### config.mk
export PLATFORM = sky130hd
export DESIGN_NAME = color_matrix_filter
export DESIGN_NICKNAME = d
export VERILOG_FILES = /design/src/rtl/cmf_pkg.sv /design/src/rtl/color_matrix_filter_sat_clip.sv /design/src/rtl/color_matrix_filter.sv
export SDC_FILE = /design/constraint.sdc
export NUM_CORES = 1
export LEC_CHECK = 0
export ABC_AREA = 1
export CAP_MARGIN = 10
export CORE_MARGIN = 2
export CORE_UTILIZATION = 35
export DETAILED_ROUTE_END_ITERATION = 8
export HOLD_SLACK_MARGIN = 0.08
export SLEW_MARGIN = 0
export SYNTH_ARGS = -nofsm -noshare
export SYNTH_HDL_FRONTEND = slang
export SYNTH_HIERARCHICAL = 1
export SYNTH_SLANG_ARGS = --single-unit
### constraint.sdc
create_clock -name clk -period 6.1 [get_ports clk]
set_input_delay 1.22 -clock clk [delete_from_list [all_inputs] [get_ports clk]]
set_output_delay 1.22 -clock clk [all_outputs]
set_load 0.005 [all_outputs]
### src/rtl/cmf_pkg.sv
// Shared types and constants for the per-pixel colour matrix filter.
// Holds the mode encoding plus default luma weights and sepia offsets.
package cmf_pkg;

    typedef enum logic [1:0] {
        CMF_BYPASS = 2'd0,
        CMF_GRAY   = 2'd1,
        CMF_SEPIA  = 2'd2,
        CMF_INVERT = 2'd3
    } cmf_mode_e;

    // BT.601-style luma weights scaled by 256
    localparam int CMF_DEF_CR = 77;
    localparam int CMF_DEF_CG = 150;
    localparam int CMF_DEF_CB = 29;

    localparam int CMF_TINT_R = 40;
    localparam int CMF_TINT_G = 20;
    localparam int CMF_TINT_B = -20;

endpackage

### src/rtl/color_matrix_filter_sat_clip.sv
// Signed-to-unsigned clamp: negative values go to 0, values above the
// output range go to all-ones, everything else passes through unchanged.
module sat_clip #(
    parameter int IN_W  = 12,
    parameter int OUT_W = 8
) (
    input  logic signed [IN_W-1:0] din,
    output logic        [OUT_W-1:0] dout
);

    localparam logic signed [IN_W-1:0] MAX_V = {{(IN_W-OUT_W){1'b0}}, {OUT_W{1'b1}}};

    // Clamp against both ends of the unsigned output range
    always_comb begin
        if (din[IN_W-1]) begin
            dout = {OUT_W{1'b0}};
        end else if (din > MAX_V) begin
            dout = {OUT_W{1'b1}};
        end else begin
            dout = din[OUT_W-1:0];
        end
    end

endmodule

### src/rtl/color_matrix_filter.sv
// Three-stage per-pixel colour filter (bypass / grayscale / sepia / invert).
// Config is committed on frame_en and travels with each pixel down the pipe.
module color_matrix_filter #(
    parameter int PIX_W  = 8,
    parameter int COEF_W = 8,
    parameter int FRAC   = 8,
    parameter int SB_W   = 24,
    parameter int DEF_CR = cmf_pkg::CMF_DEF_CR,
    parameter int DEF_CG = cmf_pkg::CMF_DEF_CG,
    parameter int DEF_CB = cmf_pkg::CMF_DEF_CB,
    parameter int TINT_R = cmf_pkg::CMF_TINT_R,
    parameter int TINT_G = cmf_pkg::CMF_TINT_G,
    parameter int TINT_B = cmf_pkg::CMF_TINT_B
) (
    input  logic              clk,
    input  logic              rst,
    input  logic              frame_en,
    input  logic [1:0]        cfg_mode,
    input  logic [COEF_W-1:0] cfg_cr,
    input  logic [COEF_W-1:0] cfg_cg,
    input  logic [COEF_W-1:0] cfg_cb,
    input  logic              in_valid,
    input  logic [PIX_W-1:0]  in_R,
    input  logic [PIX_W-1:0]  in_G,
    input  logic [PIX_W-1:0]  in_B,
    input  logic [SB_W-1:0]   pass_in,
    output logic              out_valid,
    output logic [PIX_W-1:0]  out_R,
    output logic [PIX_W-1:0]  out_G,
    output logic [PIX_W-1:0]  out_B,
    output logic [SB_W-1:0]   pass_thru
);

    import cmf_pkg::*;

    localparam int PROD_W = PIX_W + COEF_W;
    localparam int SUM_W  = PROD_W + 2;
    localparam int Y_W    = SUM_W - FRAC;
    localparam int EXT_W  = ((Y_W > PIX_W + 1) ? Y_W : PIX_W + 1) + 2;

    localparam logic signed [PIX_W:0] TINT_R_C = (PIX_W+1)'(TINT_R);
    localparam logic signed [PIX_W:0] TINT_G_C = (PIX_W+1)'(TINT_G);
    localparam logic signed [PIX_W:0] TINT_B_C = (PIX_W+1)'(TINT_B);
    localparam logic [PIX_W-1:0]      PIX_MAX  = {PIX_W{1'b1}};

    cmf_mode_e         act_mode_r;
    logic [COEF_W-1:0] act_cr_r, act_cg_r, act_cb_r;

    cmf_mode_e         sel_mode_s;
    logic [COEF_W-1:0] sel_cr_s, sel_cg_s, sel_cb_s;

    logic              s1_valid_r;
    logic [SB_W-1:0]   s1_sb_r;
    cmf_mode_e         s1_mode_r;
    logic [PROD_W-1:0] s1_pr_r, s1_pg_r, s1_pb_r;
    logic [PIX_W-1:0]  s1_r_r, s1_g_r, s1_b_r;

    logic [SUM_W-1:0]  sum_s;

    logic              s2_valid_r;
    logic [SB_W-1:0]   s2_sb_r;
    cmf_mode_e         s2_mode_r;
    logic [Y_W-1:0]    s2_y_r;
    logic [PIX_W-1:0]  s2_r_r, s2_g_r, s2_b_r;

    logic signed [EXT_W-1:0] y_ext_s;
    logic signed [EXT_W-1:0] tint_r_s, tint_g_s, tint_b_s;
    logic signed [EXT_W-1:0] clip_r_s, clip_g_s, clip_b_s;
    logic [PIX_W-1:0]        sat_r_s, sat_g_s, sat_b_s;
    logic [PIX_W-1:0]        mux_r_s, mux_g_s, mux_b_s;

    // Active config registers, reloaded on every frame_en edge
    always_ff @(posedge clk or negedge rst) begin
        if (!rst) begin
            act_mode_r <= CMF_BYPASS;
            act_cr_r   <= COEF_W'(DEF_CR);
            act_cg_r   <= COEF_W'(DEF_CG);
            act_cb_r   <= COEF_W'(DEF_CB);
        end else if (frame_en) begin
            act_mode_r <= cmf_mode_e'(cfg_mode);
            act_cr_r   <= cfg_cr;
            act_cg_r   <= cfg_cg;
            act_cb_r   <= cfg_cb;
        end else begin
            act_mode_r <= act_mode_r;
            act_cr_r   <= act_cr_r;
            act_cg_r   <= act_cg_r;
            act_cb_r   <= act_cb_r;
        end
    end

    // The pixel accepted on a commit edge already sees the incoming config
    always_comb begin
        if (frame_en) begin
            sel_mode_s = cmf_mode_e'(cfg_mode);
            sel_cr_s   = cfg_cr;
            sel_cg_s   = cfg_cg;
            sel_cb_s   = cfg_cb;
        end else begin
            sel_mode_s = act_mode_r;
            sel_cr_s   = act_cr_r;
            sel_cg_s   = act_cg_r;
            sel_cb_s   = act_cb_r;
        end
    end

    // Stage 1: weighted products, raw pixel and per-pixel mode
    always_ff @(posedge clk or negedge rst) begin
        if (!rst) begin
            s1_valid_r <= 1'b0;
            s1_sb_r    <= {SB_W{1'b0}};
            s1_mode_r  <= CMF_BYPASS;
            s1_pr_r    <= {PROD_W{1'b0}};
            s1_pg_r    <= {PROD_W{1'b0}};
            s1_pb_r    <= {PROD_W{1'b0}};
            s1_r_r     <= {PIX_W{1'b0}};
            s1_g_r     <= {PIX_W{1'b0}};
            s1_b_r     <= {PIX_W{1'b0}};
        end else begin
            s1_valid_r <= in_valid;
            s1_sb_r    <= pass_in;
            s1_mode_r  <= sel_mode_s;
            s1_pr_r    <= PROD_W'(in_R) * PROD_W'(sel_cr_s);
            s1_pg_r    <= PROD_W'(in_G) * PROD_W'(sel_cg_s);
            s1_pb_r    <= PROD_W'(in_B) * PROD_W'(sel_cb_s);
            s1_r_r     <= in_R;
            s1_g_r     <= in_G;
            s1_b_r     <= in_B;
        end
    end

    assign sum_s = SUM_W'(s1_pr_r) + SUM_W'(s1_pg_r) + SUM_W'(s1_pb_r);

    // Stage 2: luma by truncating shift of the weighted sum
    always_ff @(posedge clk or negedge rst) begin
        if (!rst) begin
            s2_valid_r <= 1'b0;
            s2_sb_r    <= {SB_W{1'b0}};
            s2_mode_r  <= CMF_BYPASS;
            s2_y_r     <= {Y_W{1'b0}};
            s2_r_r     <= {PIX_W{1'b0}};
            s2_g_r     <= {PIX_W{1'b0}};
            s2_b_r     <= {PIX_W{1'b0}};
        end else begin
            s2_valid_r <= s1_valid_r;
            s2_sb_r    <= s1_sb_r;
            s2_mode_r  <= s1_mode_r;
            s2_y_r     <= Y_W'(sum_s >> FRAC);
            s2_r_r     <= s1_r_r;
            s2_g_r     <= s1_g_r;
            s2_b_r     <= s1_b_r;
        end
    end

    // Grayscale shares the clamp path with sepia using a zero offset
    always_comb begin
        y_ext_s = EXT_W'($signed({1'b0, s2_y_r}));
        if (s2_mode_r == CMF_SEPIA) begin
            tint_r_s = EXT_W'(TINT_R_C);
            tint_g_s = EXT_W'(TINT_G_C);
            tint_b_s = EXT_W'(TINT_B_C);
        end else begin
            tint_r_s = {EXT_W{1'b0}};
            tint_g_s = {EXT_W{1'b0}};
            tint_b_s = {EXT_W{1'b0}};
        end
        clip_r_s = y_ext_s + tint_r_s;
        clip_g_s = y_ext_s + tint_g_s;
        clip_b_s = y_ext_s + tint_b_s;
    end

    sat_clip #(.IN_W(EXT_W), .OUT_W(PIX_W)) u_sat_r (.din(clip_r_s), .dout(sat_r_s));
    sat_clip #(.IN_W(EXT_W), .OUT_W(PIX_W)) u_sat_g (.din(clip_g_s), .dout(sat_g_s));
    sat_clip #(.IN_W(EXT_W), .OUT_W(PIX_W)) u_sat_b (.din(clip_b_s), .dout(sat_b_s));

    // Stage 3 output select by the mode carried with the pixel
    always_comb begin
        mux_r_s = s2_r_r;
        mux_g_s = s2_g_r;
        mux_b_s = s2_b_r;
        case (s2_mode_r)
            CMF_BYPASS: begin
                mux_r_s = s2_r_r;
                mux_g_s = s2_g_r;
                mux_b_s = s2_b_r;
            end
            CMF_GRAY, CMF_SEPIA: begin
                mux_r_s = sat_r_s;
                mux_g_s = sat_g_s;
                mux_b_s = sat_b_s;
            end
            CMF_INVERT: begin
                mux_r_s = PIX_MAX - s2_r_r;
                mux_g_s = PIX_MAX - s2_g_r;
                mux_b_s = PIX_MAX - s2_b_r;
            end
            default: begin
                mux_r_s = s2_r_r;
                mux_g_s = s2_g_r;
                mux_b_s = s2_b_r;
            end
        endcase
    end

    // Output registers; pixel data holds across bubbles, sideband always flows
    always_ff @(posedge clk or negedge rst) begin
        if (!rst) begin
            out_valid <= 1'b0;
            out_R     <= {PIX_W{1'b0}};
            out_G     <= {PIX_W{1'b0}};
            out_B     <= {PIX_W{1'b0}};
            pass_thru <= {SB_W{1'b0}};
        end else begin
            out_valid <= s2_valid_r;
            pass_thru <= s2_sb_r;
            if (s2_valid_r) begin
                out_R <= mux_r_s;
                out_G <= mux_g_s;
                out_B <= mux_b_s;
            end else begin
                out_R <= out_R;
                out_G <= out_G;
                out_B <= out_B;
            end
        end
    end

endmodule

-- Yosys cells after proc, flatten, opt, wreduce, memory -nomap -nowiden
Index checks and enable logic that the tools add are counted.
Widths: inputs -> output; s select.
- flip-flop bits (word level): 233
- input port bits: 78
- output and inout bits: 49
- logic and storage cells: 58
- $add $sub $neg: 8
- multiply operators: 3
- magnitude comparators: 3
- equal/unequal tests: 3
- muxes and demuxes: 15
- reductions and logical operators: 2
- operators by type and width (kind ; number):
    $mux 8 ; 9
    $pmux 8 s3 ; 3
    $mul 8x8->16 ; 3
    $add 11x12->12 ; 3
    $gt 12x9->1 const B ; 3
    $sub 8x8->8 const A ; 3
    $add 17x16->18 ; 1
    $add 16x16->17 ; 1
    $mux 12 ; 1
    $mux 6 ; 1
    $mux 5 ; 1
    $eq 2x2->1 const B ; 2
    $eq 2x1->1 const B ; 1
    $logic_not 2->1 ; 1
    $reduce_or 2->1 ; 1

-- Depth between registers and ports, before layout
- word-level depth: 7
- depth in mapped cells: 21
- gate-level depth less buffers: 21

-- Cells and area by module
Netlist, hierarchy kept.
- by module, submodules not included (module ; times used ; cells an instance ; area an instance (µm²) ; seq. area each (µm²)):
    color_matrix_filter ; 1 ; 1605 ; 15034.4 ; 5845.6
    sat_clip ; 3 ; 35 ; 162.7 ; 0.0

-- Worst setup path before layout
OpenSTA, ideal clock, no wires.
- path type: in2reg
- from: input port frame_en
- to: register s1_pb_r[14]
- setup time: 0.117 ns
- data arrival time: 4.870 ns
- data required time: 5.983 ns
- slack: 1.114 ns
- stages: 21
- buffers on the path: 1
- cells stage by stage: buf_2 > nand2_1 > o21ai_2 > inv_1 > nand2_1 > fa_1 > fa_1 > inv_1 > fa_1 > inv_1 > fa_1 > inv_1 > ha_1 > a21oi_1 > nor2_1 > nor2_1 > nand2_1 > nand2_1 > nand2_1 > nand2_1 > nand2_1
- word-level cells in the longest chain between the ends: 2
- RTL lines (item ; RTL line ; text):
    start, declared ; color_matrix_filter.sv:17 ; input logic frame_en,
    $mux 8 ; color_matrix_filter.sv:94 ; if (frame_en) begin
    via sel_cb_s[7] ; color_matrix_filter.sv:50 ; logic [COEF_W-1:0] sel_cr_s, sel_cg_s, sel_cb_s;
    $mul 8x8->16 ; color_matrix_filter.sv:125 ; s1_pb_r <= PROD_W'(in_B) * PROD_W'(sel_cb_s);
    end signal, assigned ; color_matrix_filter.sv:115 ; s1_pb_r <= {PROD_W{1'b0}};
    end signal, assigned ; color_matrix_filter.sv:125 ;
    end, declared ; color_matrix_filter.sv:55 ; logic [PROD_W-1:0] s1_pr_r, s1_pg_r, s1_pb_r;
The timed path passes the listed nets, and every way through them passes these cells.
A chain may end at the register's enable or synchronous reset.

-- Final worst setup path
Same ends and word-level chain as after synthesis.

==> metrics.txt <==
Worst Path Max Fanout 11; hold crit path type flop to flop; vias in the first global route 11400; Slew @ Worst Pin 0.887 ns; status finished clean; core area 0.0440 sq mm; latest clock arrival within the worst-skew pair 0.57 ns; initial antenna violation count 1; VDD IR max 292 uV; clock network power share 0.197; Initial DRC Count 706; Starting Density 0.353; fin crit period 5.04 ns; H-tree depth 1; crit-path cells buf_2 > buf_4 > o21ai_2 > inv_1 > nand2_1 > fa_1 > fa_1 > inv_1 > fa_1 > inv_1 > fa_1 > inv_1 > ha_1 > a21oi_1 > nor2_1 > nor2_1 > nand2_1 > nand2_1 > nand2_1 > nand2_1 > nand2_1; final WL 34.0 mm; largest area contributor in the netlist dfrtp_1; most frequent cell after synthesis inv_1; Total Neg Setup Slack 0 ns; crit path max-delay cell type fa_1; Pins Over Slew Limit 0; pwr dens 481 mW/mm^2; combinational power share 0.569; final net count 2192; row cnt 77; DIE AREA 0.0461 sq mm; NetSw 3.95 mW; hold buffers post-CTS 0; Synth Register Bits 233; Chip Width 215 um; crit path kind primary input to flop; FFs w/ async S/R, synth 1.00; placed cells 2416; CP required 6.54 ns; TritonCTS clock tree yes; Ports 127; first-pass GRT wire length 58.1 mm; Worst path max stage delay 0.52 ns; Mapped Area 0.0155 sq mm; filler instances 4356; CTS clk-pin slew, worst paths 0.06 ns; most used cell, CP nand2_1; post-CTS sizing 0; Synth Warn # 6; post-route insts no fill 2466; post-synthesis cell type count 31; sequential power share 0.234; switch share 0.444; Initial DRT Pass Iterations 5; gpl congestion 0.881; WL/cell 13.8 um; Max Cap Violations 0; post-synth top area share 0.356; Hold Worst Slack 0.344 ns; CTS buffer count 27; Mapped Cells 1710; post-route DRC violation count 0; post-DR vias/cell 4.51; commonest cells in the netlist inv_1 (369), nand2_1 (294), dfrtp_1 (221); Post-synth EDFFs 0; n_diodes 0; port bufs 126; largest cells by area after synthesis dfrtp_1 (36%), fa_1 (16%), ha_1 (11%); top_reg_cell synth dfrtp_1; Final Cycle Share 0.826; DPL Wire Length 27.6 mm; gr usage total 0.154; clk buf depth 3; Slew Limit Headroom 0.409; Setup Buffers After CTS 0; unrepaired setup endpoints after global routing false; total gr overflow 0; fmax 198 MHz; pin count of the biggest net entering global routing 140; Pleak 9.68 nW; CP arrival 5.48 ns; antenna-violating nets left 0; Hold Fails Final Rpt 0; CTS root buffer clkbuf_16; P&R area growth vs syn 19.1%; total number of vias 11100; Int Power 4.94 mW; syn avg cell area 9.08 sq um; Die Y 215 um; post-synthesis sequential area ratio 0.377; Sink Count 233; Setup violations, final 0; Critical Path End Type flop; layout cells sized above 1 0.0715; clock skew 0.0251 ns; Critical Path Start Type primary input
[layout by cell type, fill, tap and decap left out, types with 27 or more instances in the layout]
cell type | netlist | routed
nand3_1 | 65 | 65
clkdlybuf4s50_1 | 0 | 124
a31oi_1 | 30 | 30
inv_1 | 369 | 369
xor2_1 | 32 | 32
nor2_1 | 212 | 212
o21ai_2 | 27 | 27
fa_1 | 124 | 124
nand2_1 | 294 | 294
dfrtp_1 | 221 | 221
ha_1 | 137 | 137
a21oi_1 | 42 | 42
clkbuf_16 | 0 | 27
[registers in the layout, summed over array words and instances, names as in the netlist, 10 cells and up]
name	flops
s1_pb_r	16
pass_thru	24
s1_pg_r	16
s2_y_r	10
s2_sb_r	24
s1_sb_r	24
s1_pr_r	16
[area by class of cell]
type / instances / area (sq um) / area share
sequential: 233 / 5850 / 0.316
tap: 592 / 741 / 0.0401
clock buffer: 35 / 736 / 0.0398
timing repair buffer: 134 / 1350 / 0.0728
multi-input combinational: 1077 / 8110 / 0.439
inverter: 380 / 1470 / 0.0794
clock inverter: 15 / 238 / 0.0129
[power groups by stage]
| stage | Clock, mW | Sequential (mW) | Combinational (mW) |
|---|---|---|---|
| after floorplan | 0 | 2.04 | 3.85 |
| after global placement | 0 | 2.12 | 4.98 |
| after detailed placement | 0 | 2.12 | 5.07 |
| after CTS | 1.80 | 2.10 | 5.10 |
| after global routing | 1.87 | 2.12 | 5.89 |
| final | 1.75 | 2.09 | 5.06 |
[metrics by stage]
stage	util	worst slack [ns]	cell area (sq um)	power [mW]
floorplan	-	1.11	15500	5.89
global placement	0.398	0.503	17500	7.10
detailed placement	0.398	0.476	17500	7.19
CTS	0.420	1.05	18500	9.00
global route	0.420	0.762	18500	9.88
finish	0.420	1.06	18500	8.90
[worst paths after layout]
kind                             start  cells after the start  slack, ns           end
hold / removal              s2_sb_r[7]                      0       0.34  pass_thru[7]
max in group asynchronous          rst                      2       4.25     s1_b_r[1]
hold reg to reg             s2_sb_r[7]                      0       0.34  pass_thru[7]
min in group asynchronous          rst                      1       0.68    s2_sb_r[0]
setup reg to reg           act_cg_r[6]                     16       1.79   s1_pg_r[14]
setup / recovery              frame_en                     21       1.06   s1_pb_r[14]
[worst max-delay path, delay by kind of cell]
kind	cells	cell delay (ns)
buf+inv	6	0.67
compound gates	2	0.59
fa+ha+maj	5	2.35
simple gates	8	0.64
[kinds of logic (layout without fill, tap and decap cells)]
kind of cell / count (synthesis) / count (layout) / synth area share
compound gates: 151 / 151 / 0.0634
xor+xnor: 42 / 42 / 0.0237
fa+ha+maj: 261 / 261 / 0.270
buf+inv: 401 / 564 / 0.101
flops: 233 / 233 / 0.377
mux: 2 / 2 / 0.00145
other cells: 1 / 2 / 0.000242
simple gates: 619 / 619 / 0.163
[per-layer routing]
metal	GRT usage	part of all wire	up-vias
met5	0	0	-
met4	0.0347	0.017	0
met3	0.0248	0.046	38
met2	0.261	0.48	207
met1	0.207	0.45	5356
li1	-	-	5518
Power figures use the tool's default switching activity.
